[config.mk]
export PLATFORM = sky130hd
export DESIGN_NAME = frame_pixel_reader_flat
export DESIGN_NICKNAME = d
export VERILOG_FILES = /design/src/rtl/frame_pixel_reader_if.sv /design/src/rtl/frame_pixel_reader.sv /design/src/flat_wrapper.sv
export SDC_FILE = /design/constraint.sdc
export NUM_CORES = 1
export LEC_CHECK = 0
export ABC_AREA = 1
export CORE_ASPECT_RATIO = 1.2
export CORE_MARGIN = 1
export CORE_UTILIZATION = 35
export CTS_BUF_LIST = sky130_fd_sc_hd__clkbuf_8
export CTS_CLUSTER_SIZE = 30
export DETAILED_ROUTE_END_ITERATION = 7
export MAX_ROUTING_LAYER = met4
export PLACE_DENSITY = 0.65
export SETUP_SLACK_MARGIN = 0.3
export SLEW_MARGIN = 20
export SYNTH_ARGS = -nofsm -noshare
export SYNTH_HDL_FRONTEND = slang
export SYNTH_SLANG_ARGS = --single-unit
[constraint.sdc]
create_clock -name clk -period 2.8 [get_ports clk]
set_input_delay 0.84 -clock clk [delete_from_list [all_inputs] [get_ports clk]]
set_output_delay 0.84 -clock clk [all_outputs]
set_load 0.03 [all_outputs]
[src/rtl/frame_pixel_reader_if.sv]
// Pixel-side bundle of the frame reader: synchronous memory read port plus
// the pixel/x/y write-ready handshake toward the display or feature path.
interface frame_pixel_reader_if #(
    parameter int ADDR_W  = 17,
    parameter int PIXEL_W = 16
);
    logic               mem_rd_en;
    logic [ADDR_W-1:0]  mem_addr;
    logic [PIXEL_W-1:0] mem_data;
    logic [7:0]         x_addr;
    logic [8:0]         y_addr;
    logic [PIXEL_W-1:0] pixel;
    logic               pixel_write;
    logic               pixel_ready;

    modport master (
        output mem_rd_en, mem_addr, x_addr, y_addr, pixel, pixel_write,
        input  mem_data, pixel_ready
    );

    modport slave (
        input  mem_rd_en, mem_addr, x_addr, y_addr, pixel, pixel_write,
        output mem_data, pixel_ready
    );
endinterface

[src/rtl/frame_pixel_reader.sv]
// Replays one stored WIDTH x HEIGHT frame from a 1-cycle-latency pixel memory
// in raster order, presenting each pixel with its coordinates on write/ready.
module frame_pixel_reader #(
    parameter int WIDTH   = 240,
    parameter int HEIGHT  = 320,
    parameter int PIXEL_W = 16,
    parameter int ADDR_W  = 17
) (
    input  logic                 clk,
    input  logic                 rst,
    input  logic                 i_start,
    output logic                 o_busy,
    output logic                 o_frame_done,
    frame_pixel_reader_if.master bus
);

    typedef enum logic [2:0] {
        S_IDLE,
        S_READ,
        S_WAIT,
        S_PRESENT,
        S_DONE
    } state_t;

    localparam logic [7:0]        X_LAST   = 8'(WIDTH - 1);
    localparam logic [8:0]        Y_LAST   = 9'(HEIGHT - 1);
    localparam logic [ADDR_W-1:0] ADDR_ONE = ADDR_W'(1);

    state_t               r_state,       w_state_nxt;
    logic [7:0]           r_x_cnt,       w_x_cnt_nxt;
    logic [8:0]           r_y_cnt,       w_y_cnt_nxt;
    logic [ADDR_W-1:0]    r_addr,        w_addr_nxt;
    logic                 r_mem_rd_en,   w_mem_rd_en_nxt;
    logic [PIXEL_W-1:0]   r_pixel,       w_pixel_nxt;
    logic [7:0]           r_x_addr,      w_x_addr_nxt;
    logic [8:0]           r_y_addr,      w_y_addr_nxt;
    logic                 r_pixel_write, w_pixel_write_nxt;
    logic                 r_busy,        w_busy_nxt;
    logic                 r_frame_done,  w_frame_done_nxt;

    logic                 w_xfer;
    logic                 w_last;

    assign w_xfer = (r_state == S_PRESENT) && bus.pixel_ready;
    assign w_last = (r_x_cnt == X_LAST) && (r_y_cnt == Y_LAST);

    // The linear address runs alongside x/y so it always equals y*WIDTH+x
    // without a multiplier.
    always_comb begin
        // NOTE: every signal gets a default first so no path leaves one unassigned and infers a latch.
        w_state_nxt       = r_state;
        w_x_cnt_nxt       = r_x_cnt;
        w_y_cnt_nxt       = r_y_cnt;
        w_addr_nxt        = r_addr;
        w_mem_rd_en_nxt   = 1'b0;
        w_pixel_nxt       = r_pixel;
        w_x_addr_nxt      = r_x_addr;
        w_y_addr_nxt      = r_y_addr;
        w_pixel_write_nxt = r_pixel_write;
        w_busy_nxt        = r_busy;
        w_frame_done_nxt  = 1'b0;

        case (r_state)
            S_IDLE: begin
                w_x_cnt_nxt = '0;
                w_y_cnt_nxt = '0;
                w_addr_nxt  = '0;
                if (i_start) begin
                    w_state_nxt     = S_READ;
                    w_mem_rd_en_nxt = 1'b1;
                    w_busy_nxt      = 1'b1;
                end
            end
            S_READ: begin
                w_state_nxt = S_WAIT;
            end
            S_WAIT: begin
                w_pixel_nxt       = bus.mem_data;
                w_x_addr_nxt      = r_x_cnt;
                w_y_addr_nxt      = r_y_cnt;
                w_pixel_write_nxt = 1'b1;
                w_state_nxt       = S_PRESENT;
            end
            S_PRESENT: begin
                if (w_xfer) begin
                    w_pixel_write_nxt = 1'b0;
                    if (w_last) begin
                        w_state_nxt      = S_DONE;
                        w_frame_done_nxt = 1'b1;
                        w_busy_nxt       = 1'b0;
                    end else begin
                        if (r_x_cnt == X_LAST) begin
                            w_x_cnt_nxt = '0;
                            w_y_cnt_nxt = r_y_cnt + 9'd1;
                        end else begin
                            w_x_cnt_nxt = r_x_cnt + 8'd1;
                        end
                        w_addr_nxt      = r_addr + ADDR_ONE;
                        w_mem_rd_en_nxt = 1'b1;
                        w_state_nxt     = S_READ;
                    end
                end
            end
            S_DONE: begin
                w_state_nxt = S_IDLE;
            end
            default: begin
                w_state_nxt = S_IDLE;
            end
        endcase
    end

    always_ff @(posedge clk or posedge rst) begin
        // NOTE: state uses non-blocking assignments so every register samples pre-edge values.
        if (rst) begin
            r_state       <= S_IDLE;
            r_x_cnt       <= '0;
            r_y_cnt       <= '0;
            r_addr        <= '0;
            r_mem_rd_en   <= 1'b0;
            r_pixel       <= '0;
            r_x_addr      <= '0;
            r_y_addr      <= '0;
            r_pixel_write <= 1'b0;
            r_busy        <= 1'b0;
            r_frame_done  <= 1'b0;
        end else begin
            r_state       <= w_state_nxt;
            r_x_cnt       <= w_x_cnt_nxt;
            r_y_cnt       <= w_y_cnt_nxt;
            r_addr        <= w_addr_nxt;
            r_mem_rd_en   <= w_mem_rd_en_nxt;
            r_pixel       <= w_pixel_nxt;
            r_x_addr      <= w_x_addr_nxt;
            r_y_addr      <= w_y_addr_nxt;
            r_pixel_write <= w_pixel_write_nxt;
            r_busy        <= w_busy_nxt;
            r_frame_done  <= w_frame_done_nxt;
        end
    end

    assign bus.mem_rd_en   = r_mem_rd_en;
    assign bus.mem_addr    = r_addr;
    assign bus.pixel       = r_pixel;
    assign bus.x_addr      = r_x_addr;
    assign bus.y_addr      = r_y_addr;
    assign bus.pixel_write = r_pixel_write;
    assign o_busy          = r_busy;
    assign o_frame_done    = r_frame_done;

endmodule

[src/flat_wrapper.sv]
// flat-port wrapper written by rule: the top's interface ports become plain ports
module frame_pixel_reader_flat 
#(
    parameter int WIDTH   = 240,
    parameter int HEIGHT  = 320,
    parameter int PIXEL_W = 16,
    parameter int ADDR_W  = 17
)
  (clk, rst, i_start, o_busy, o_frame_done, bus_mem_rd_en, bus_mem_addr, bus_x_addr, bus_y_addr, bus_pixel, bus_pixel_write, bus_mem_data, bus_pixel_ready);
  frame_pixel_reader_if #(.ADDR_W(ADDR_W), .PIXEL_W(PIXEL_W)) bus_i ();
  input  logic clk;
  input  logic rst;
  input  logic i_start;
  output logic o_busy;
  output logic o_frame_done;
  output wire logic [$bits(bus_i.mem_rd_en)-1:0] bus_mem_rd_en;
  output wire logic [$bits(bus_i.mem_addr)-1:0] bus_mem_addr;
  output wire logic [$bits(bus_i.x_addr)-1:0] bus_x_addr;
  output wire logic [$bits(bus_i.y_addr)-1:0] bus_y_addr;
  output wire logic [$bits(bus_i.pixel)-1:0] bus_pixel;
  output wire logic [$bits(bus_i.pixel_write)-1:0] bus_pixel_write;
  input wire logic [$bits(bus_i.mem_data)-1:0] bus_mem_data;
  input wire logic [$bits(bus_i.pixel_ready)-1:0] bus_pixel_ready;
  assign bus_mem_rd_en = bus_i.mem_rd_en;
  assign bus_mem_addr = bus_i.mem_addr;
  assign bus_x_addr = bus_i.x_addr;
  assign bus_y_addr = bus_i.y_addr;
  assign bus_pixel = bus_i.pixel;
  assign bus_pixel_write = bus_i.pixel_write;
  assign bus_i.mem_data = bus_mem_data;
  assign bus_i.pixel_ready = bus_pixel_ready;
  frame_pixel_reader #(.WIDTH(WIDTH), .HEIGHT(HEIGHT), .PIXEL_W(PIXEL_W), .ADDR_W(ADDR_W)) u_core (.clk(clk), .rst(rst), .i_start(i_start), .o_busy(o_busy), .o_frame_done(o_frame_done), .bus(bus_i));
endmodule
# Word level (Yosys, flattened, before mapping)
# Index checks and enable logic that the tools add are counted.
dict set report totals {
  output_inout_bits 54
  wordCells 62
  in_bits 20
  reg_bits 74
}
dict set report op_classes {
  eq_ne 10
  add_sub_neg 3
  mux 28
  n_reduce_logical 10
}
# cell count
set ops {}
lappend ops {{$mux 17} 2}
lappend ops {{$pmux 17 s2} 1}
lappend ops {{$mux 9} 3}
lappend ops {{$mux 8} 3}
lappend ops {{$pmux 9 s2} 1}
lappend ops {{$add 17x1->17 const B} 1}
lappend ops {{$pmux 8 s2} 1}
lappend ops {{$pmux 3 s4} 1}
lappend ops {{$mux 1} 10}
lappend ops {{$add 9x1->9 const B} 1}
lappend ops {{$eq 9x9->1 const B} 1}
lappend ops {{$mux 3} 3}
lappend ops {{$add 8x1->8 const B} 1}
lappend ops {{$eq 8x8->1 const B} 1}
lappend ops {{$reduce_and 4->1} 2}
lappend ops {{$eq 3x2->1 const B} 2}
lappend ops {{$ne 2x2->1 const B} 3}
lappend ops {{$pmux 1 s2} 3}
lappend ops {{$ne 2x1->1 const B} 2}
lappend ops {{$reduce_and 2->1} 2}
lappend ops {{$reduce_bool 2->1} 2}
lappend ops {{$eq 3x1->1 const B} 1}
lappend ops {{$logic_not 3->1} 1}
lappend ops {{$reduce_and 3->1} 1}
lappend ops {{$logic_and 1x1->1} 2}

# Logic depth before layout (Yosys ltp)
# Gate-level depths: netlist of the first run.
dict set report logic_depth {
  ltp_word 5
  depth_mapped 12
}

# Least setup slack after synthesis of the first run
# No wires, ideal clock.
dict set report synth_timing {
  path_kind {input to register}
  from {in bus_pixel_ready}
  to {reg u_core.r_addr[10] (netlist: u_core.bus.mem_addr[10])}
  cell_stages 8
  setup_time_ps 122
  t_required_ps 2678
  setup_slack_ps 1137
  arrival_time_ps 1541
  n_path_buf 2
  cell_sequence {inv_1 -> nand2_1 -> nand2_1 -> clkinv_1 -> nand2_2 -> buf_6 -> buf_8 -> o21ai_1}
}
dict set report synth_via {
  elab_chain_cells 3
}
# item line_no
set synth_rtl {}
lappend synth_rtl {{start: declaration} flat_wrapper.sv:23} ;# input wire logic [$bits(bus_i.pixel_ready)-1:0] bus_pixel_ready;
lappend synth_rtl {{$logic_and 1x1->1} frame_pixel_reader.sv:44} ;# assign w_xfer = (r_state == S_PRESENT) && bus.pixel_ready;
lappend synth_rtl {{$ne 2x1->1 (no source line)} n/a}
lappend synth_rtl {{$reduce_and 3->1 (no source line)} n/a}
lappend synth_rtl {{end signal: assignment} frame_pixel_reader.sv:131} ;# r_addr <= w_addr_nxt;
lappend synth_rtl {{end: declaration} frame_pixel_reader.sv:32} ;# logic [ADDR_W-1:0] r_addr, w_addr_nxt;
# Every way passes these cells.
# A chain may end at the register's enable or synchronous reset.

# Worst setup path after layout of the first run
dict set report layout_timing {
  from {reg u_core.r_addr[0] (netlist: u_core.bus.mem_addr[0])}
  to {out bus_mem_addr[0]}
}
# item line_no
set layout_lines {}
lappend layout_lines {{end: declaration} flat_wrapper.sv:17} ;# output wire logic [$bits(bus_i.mem_addr)-1:0] bus_mem_addr;
# No word-level cell between the ends.

==> parameters.txt, run 1 <==
Parameter                              Value

Critical path
  Arrival time at the worst endpoint ... 1.60 ns
  Largest stage delay on the critical path ... 0.73 ns
  CP max-delay cell ... clkdlybuf4s50_1
  Worst-path maximum fanout ... 8
  Worst Path Required ... 1.96 ns
  Crit path capture type ... output pin
  CP startpoint kind ... register
  Worst path bufs/invs ... 1
  Critical path class ... reg2out
  Crit path cell chain ... clkdlybuf4s50_1
  Gate family responsible for the most delay along the worst path ... buffers and inverters

Global route
  First-pass GRT wire length ... 14100 um
  Maximum number of pins on one net before global-route repair ... 75
  Global-route total usage across every layer ... 15.9%
  Vias in the first global route ... 3153
  Initial antenna violation count ... 0
  Overflow after GRT ... 0

Synth
  Leading post-synthesis cells by instance count ... nand2_1 (131), dfrtp_1 (74), nor2_1 (44), inv_1 (39), nand3_1 (32)
  Fraction of the yosys area taken by sequential cells ... 48.2%
  Post-Syn Nets ... 478
  Post-synthesis average cell area ... 8.44 um^2
  Cell type with the largest total area after synthesis ... dfrtp_1
  Dominant cells by area after synthesis ... dfrtp_1 (48%), nand2_1 (13%), mux2_2 (5.9%)
  Number of warning messages in the yosys log ... 0
  Top_reg_cell synth ... dfrtp_1
  Area fraction of the dominant cell type after synthesis ... 48.2%
  Number of enable flip-flop cells after synthesis ... 0
  Synth unique cells ... 30
  FF+latch count, synth ... 74
  Share of flip-flops with an asynchronous set or reset after synthesis ... 100%
  Post-synth design cell area ... 3840 um^2
  Syn Inst Count ... 455
  Count leader, synth ... nand2_1

CTS
  CTS tree ... built
  Clock latency reported for the late side of the worst-skew pair ... 0.34 ns
  Number of hold buffers added after CTS ... 0
  CTS Root Cell ... clkbuf_8
  Count of buffers added by post-CTS timing repair for setup ... 0
  TritonCTS Sinks ... 74
  CTS clock-pin slew for the worst setup and hold paths ... 0.08 ns
  Number of buffers added by the clock tree synthesis step ... 9
  Maximum buffer depth of the clock tree ... 2
  Total of cells resized after clock tree synthesis ... 0
  CTS H-Tree Depth ... 3

Run
  # Max-Cap Violations ... 0

STA
  Final-layout worst hold slack ... 0.484 ns
  Transition time at the pin with the least slew margin ... 0.473 ns
  Highest attainable clock frequency ... 0.410 GHz
  Final setup violation count ... 0
  Shortest clock period the worst path allows after layout ... 2.44 ns
  Fin Clk Skew ... 0.0101 ns
  Max-slew violations ... 0
  Worst slew margin relative to its limit ... 68.5%
  Setup repair after global routing missed its margin ... false
  Setup total negative slack ... 0 ns
  Final Hold Viols ... 0
  Share of the clock period used by the worst path after layout ... 87.0%

Drt
  Total routed wirelength ... 8250 um
  Post-DRT Antenna Nets ... 0
  Drt via density ... 4.89
  Iteration-0 DRC Markers ... 193
  Residual DRC count ... 22
  First drt pass iteration count ... 7
  Overall via count from detail_route ... 3240
  Average wire per cell in the routed design ... 12.5 um

Die
  DIE WIDTH ... 97.6 um
  Die Y ... 117 um
  Placeable core area ... 10600 um^2
  Area enclosed by the die boundary ... 11400 um^2
  Number of rows in the core area ... 41
  Starting utilization of the core area ... 36.2%
  Num ports ... 74

Placed design
  Final Wtd Congestion ... 0.826
  Number of I/O port buffers ... 73
  HPWL after detailed placement ... 5760 um

Min path
  Worst min-delay path class ... reg2reg

Final layout
  Area taken by multi-input logic gates ... 1730 um^2
  Seq. cell area ... 1850 um^2
  P&R area growth vs syn ... 28.7%
  Ratio of cells with drive above 1 in the final layout ... 13.9%
  Number of antenna diodes ... 0
  Final net count ... 551
  Number of fill cells ... 1035

Pwr
  Final Total Pwr ... 4.17 mW
  Total leakage power ... 2.15 nW
  Power Density ... 843 nW/um^2
  Max VDD drop ... 430 uV

Run status
  Status ... finished, violations left
  Violated checks ... DRC
logic make-up (layout without fill, tap and decap cells):
| kind of cell | count (synthesis) | in the layout | share of synthesized area [%] |
|---|---|---|---|
| flops | 74 | 74 | 48.2 |
| simple gates | 250 | 250 | 29.3 |
| mux | 20 | 20 | 5.87 |
| xor+xnor | 8 | 8 | 1.82 |
| compound gates | 42 | 42 | 6.84 |
| buf+inv | 58 | 136 | 6.94 |
| fa+ha+maj | 3 | 3 | 0.978 |
layout make-up:
class                           instances  share of cell area [%]
Tap cell                              129                    3.27
Clock buffer                           11                    3.06
Timing Repair Buffer                   76                    15.7
Inverter                               44                    3.47
Clock inverter                          5                    2.05
Multi-Input combinational cell        323                    34.9
Sequential cell                        74                    37.5
sequential cells by signal (all words and copies together), names as in the netlist:
| register | flops |
|---|---|
| u_core.bus.mem_addr | 17 |
| u_core.bus.mem_rd_en | 1 |
| u_core.bus.pixel | 16 |
| u_core.bus.pixel_write | 1 |
| u_core.bus.x_addr | 8 |
| u_core.bus.y_addr | 9 |
| u_core.o_busy | 1 |
| u_core.o_frame_done | 1 |
| u_core.r_state | 3 |
| u_core.r_x_cnt | 8 |
| u_core.r_y_cnt | 9 |
cells in the final DEF (no fill, tap or decap), types with 4 or more instances in the layout:
master / instances
o21ai_2: 14
dfrtp_1: 74
clkbuf_8: 11
xor2_1: 7
mux2_2: 20
nand4_1: 20
nor2_1: 44
nand2_1: 131
nand3_1: 31
o21ai_0: 26
nand3_2: 4
clkdlybuf4s50_1: 73
inv_1: 39
nand2_2: 7
final timing paths:
| kind | startpoint | to | slack (ns) | cells past startpoint |
|---|---|---|---|---|
| min in group asynchronous | rst | u_core.bus.pixel[0] | 0.95 | 3 |
| min | u_core.bus.y_addr[8] | u_core.bus.y_addr[8] | 0.48 | 2 |
| max in group asynchronous | rst | u_core.bus.pixel[7] | 1.55 | 3 |
| max | u_core.bus.mem_addr[0] | bus_mem_addr[0] | 0.36 | 1 |
| max reg2reg | u_core.r_state[1] | u_core.r_x_cnt[6] | 0.82 | 9 |
| min reg2reg | u_core.bus.y_addr[8] | u_core.bus.y_addr[8] | 0.48 | 2 |
routing by layer:
metal | vias to the layer above | GRT usage (%) | wire length [um]
li1 | 1617 | - | -
met3 | 13 | 2.51 | 506
met1 | 1510 | 18.4 | 3690
met2 | 100 | 27.2 | 3920
met4 | 0 | 7.27 | 139
met5 | - | - | 0
through the flow:
stage | util (%) | setup slack [ns] | area, um^2 | instances
3_5_place_dp | 44.2 | 0.532 | 4690 | 646
6_report | 46.5 | 0.363 | 4940 | 662
5_1_grt | 46.5 | 0.341 | 4940 | 662
2_1_floorplan | - | 1.13 | 3840 | 455
3_3_place_gp | 44.2 | 0.572 | 4690 | 646
4_1_cts | 46.5 | 0.367 | 4940 | 662
report_power, final:
group	switching (mW)	leakage [nW]	total, mW	internal (mW)
logic	1.07	1.05	1.72	0.654
clock network	0.384	0.127	1.02	0.638
registers	0.147	0.977	1.43	1.28
total	1.60	2.15	4.17	2.57
worst reg2reg max path, delay by kind of cell (launching register included):
kind / cells / cell delay, ns
buffers and inverters: 3 / 0.63
AND/OR/NAND/NOR: 5 / 0.72
flip-flops: 1 / 0.44
AO/OA/AOI/OAI: 1 / 0.08
(Power assumes the default switching activity.)
==> inputs of run 2 (changes only) <==
--- a/config.mk
+++ b/config.mk
@@ -9,7 +9,7 @@
 export CORE_ASPECT_RATIO = 1.2
 export CORE_MARGIN = 1
 export CORE_UTILIZATION = 35
-export CTS_BUF_LIST = sky130_fd_sc_hd__clkbuf_8
+export CTS_BUF_LIST = sky130_fd_sc_hd__clkbuf_4
 export CTS_CLUSTER_SIZE = 30
 export DETAILED_ROUTE_END_ITERATION = 7
 export MAX_ROUTING_LAYER = met4
@@ -19,3 +19,4 @@
 export SYNTH_ARGS = -nofsm -noshare
 export SYNTH_HDL_FRONTEND = slang
 export SYNTH_SLANG_ARGS = --single-unit
+export TNS_END_PERCENT = 50
==> run 2 against run 1 <==
The flow still finishes with violations (DRC). Die area is the same. Maximum frequency grew 0.14%. First-iteration DRC count is 0.52% lower. Sequential share of layout area grew 0.55 points. Clock skew increased by 0.0064 ns. Critical endpoint is now bus_mem_addr[8].
==> parameters.txt, run 2 (synthesis gave the netlist of run 1 again) <==
Parameter                              Value

Final layout
  Most frequent cells in the layout ... nand2_1 (131), dfrtp_1 (74), clkdlybuf4s50_1 (71)
  Final net count ... 551
  Number of antenna diodes ... 0
  Ratio of cells with drive above 1 in the final layout ... 13.7%
  Max FFs per register ... 17
  P&R area growth vs syn ... 26.8%
  Number of fill cells ... 1042
  Most common cell after layout, fill and taps aside ... nand2_1
  Final standard cell utilization of the core ... 45.9%

Pwr
  Power Density ... 812 nW/um^2
  Total leakage power ... 2.14 nW
  Max VDD drop ... 412 uV

Drt
  Total routed wirelength ... 8180 um
  Residual DRC count ... 22
  Iteration-0 DRC Markers ... 192
  Drt via density ... 4.91
  Post-DRT Antenna Nets ... 0
  Overall via count from detail_route ... 3252
  Average wire per cell in the routed design ... 12.4 um
  First drt pass iteration count ... 6

Global route
  Initial antenna violation count ... 0
  Vias in the first global route ... 3133
  Global-route total usage across every layer ... 15.9%
  First-pass GRT wire length ... 14100 um
  Overflow after GRT ... 0
  Maximum number of pins on one net before global-route repair ... 75

STA
  Worst slew margin relative to its limit ... 67.8%
  Shortest clock period the worst path allows after layout ... 2.43 ns
  Setup total negative slack ... 0 ns
  PnR worst setup slack ... 0.367 ns
  Final-layout worst hold slack ... 0.489 ns
  Setup repair after global routing missed its margin ... true
  Share of the clock period used by the worst path after layout ... 86.9%
  Max-slew violations ... 0
  Final Hold Viols ... 0
  Fin Clk Skew ... 0.0165 ns
  Highest attainable clock frequency ... 0.411 GHz
  Final setup violation count ... 0
  Transition time at the pin with the least slew margin ... 0.483 ns

Run status
  Violated checks ... DRC
  Status ... finished, violations left

Die
  Number of rows in the core area ... 41
  Num ports ... 74
  Die Y ... 117 um
  Area enclosed by the die boundary ... 11400 um^2
  Starting utilization of the core area ... 36.2%
  Placeable core area ... 10600 um^2
  DIE WIDTH ... 97.6 um

Critical path
  Arrival time at the worst endpoint ... 1.59 ns
  Gate family responsible for the most delay along the worst path ... buffers and inverters
  Worst Path Required ... 1.96 ns
  CP max-delay cell ... clkdlybuf4s50_1
  Critical path class ... reg2out
  Largest stage delay on the critical path ... 0.72 ns
  Worst path bufs/invs ... 1
  Crit path capture type ... output pin
  CP startpoint kind ... register
  Crit path cell chain ... clkdlybuf4s50_1
  Worst-path maximum fanout ... 5

CTS
  CTS tree ... built
  Number of buffers added by the clock tree synthesis step ... 9
  CTS Root Cell ... clkbuf_4
  Count of buffers added by post-CTS timing repair for setup ... 0
  Maximum buffer depth of the clock tree ... 2
  CTS clock-pin slew for the worst setup and hold paths ... 0.10 ns
  TritonCTS Sinks ... 74
  Number of hold buffers added after CTS ... 0
  CTS H-Tree Depth ... 3
  Clock latency reported for the late side of the worst-skew pair ... 0.40 ns
  Total of cells resized after clock tree synthesis ... 1

Min path
  Worst min-delay path class ... reg2reg

Placed design
  HPWL after detailed placement ... 5760 um
  Final Wtd Congestion ... 0.826
  Worst slack at placement ... 0.532 ns
  Number of I/O port buffers ... 73

Run
  # Max-Cap Violations ... 0
[run 2: path summary, 6_finish.rpt]
| kind | from | end | slack [ns] | cells after the start |
|---|---|---|---|---|
| min reg2reg | u_core.bus.y_addr[4] | u_core.bus.y_addr[4] | 0.49 | 2 |
| max | u_core.bus.mem_addr[8] | bus_mem_addr[8] | 0.37 | 1 |
| min in group asynchronous | rst | u_core.bus.pixel[0] | 0.87 | 3 |
| max reg2reg | u_core.r_state[0] | u_core.r_x_cnt[6] | 0.82 | 9 |
| min | u_core.bus.y_addr[4] | u_core.bus.y_addr[4] | 0.49 | 2 |
| max in group asynchronous | rst | u_core.bus.mem_addr[11] | 1.61 | 3 |
[run 2: final cells by class]
class	instances	area [um^2]	share of cell area (%)
Sequential cell	74	1850	38.0
Multi-Input combinational cell	323	1730	35.4
Timing Repair Buffer	76	779	16.0
Inverter	44	171	3.52
Tap cell	129	161	3.31
Clock inverter	6	105	2.16
Clock buffer	10	75.1	1.54
[run 2: per-stage QoR]
stage / power [mW] / std cells / instance area [um^2]
floorplan: 2.67 / 455 / 3840
global placement: 3.15 / 646 / 4690
detailed placement: 3.19 / 646 / 4690
CTS: 4.01 / 662 / 4870
global route: 4.20 / 662 / 4870
finish: 3.96 / 662 / 4870
[run 2: power by group]
part	switching, mW	internal [mW]	total [mW]
Combinational	1.07	0.650	1.72
Sequential	0.147	1.28	1.42
Clock	0.356	0.457	0.812
[run 2: metal layers]
layer  part of all wire [%]  GRT usage [%]  vias up  wire length [um]
met2                     47           27.4       93              3850
met4                    2.0           6.46        0               163
met3                    5.7           2.87       14               466
li1                       -              -     1620                 -
met1                     45           18.4     1525              3690
met5                      0              -        -                 0
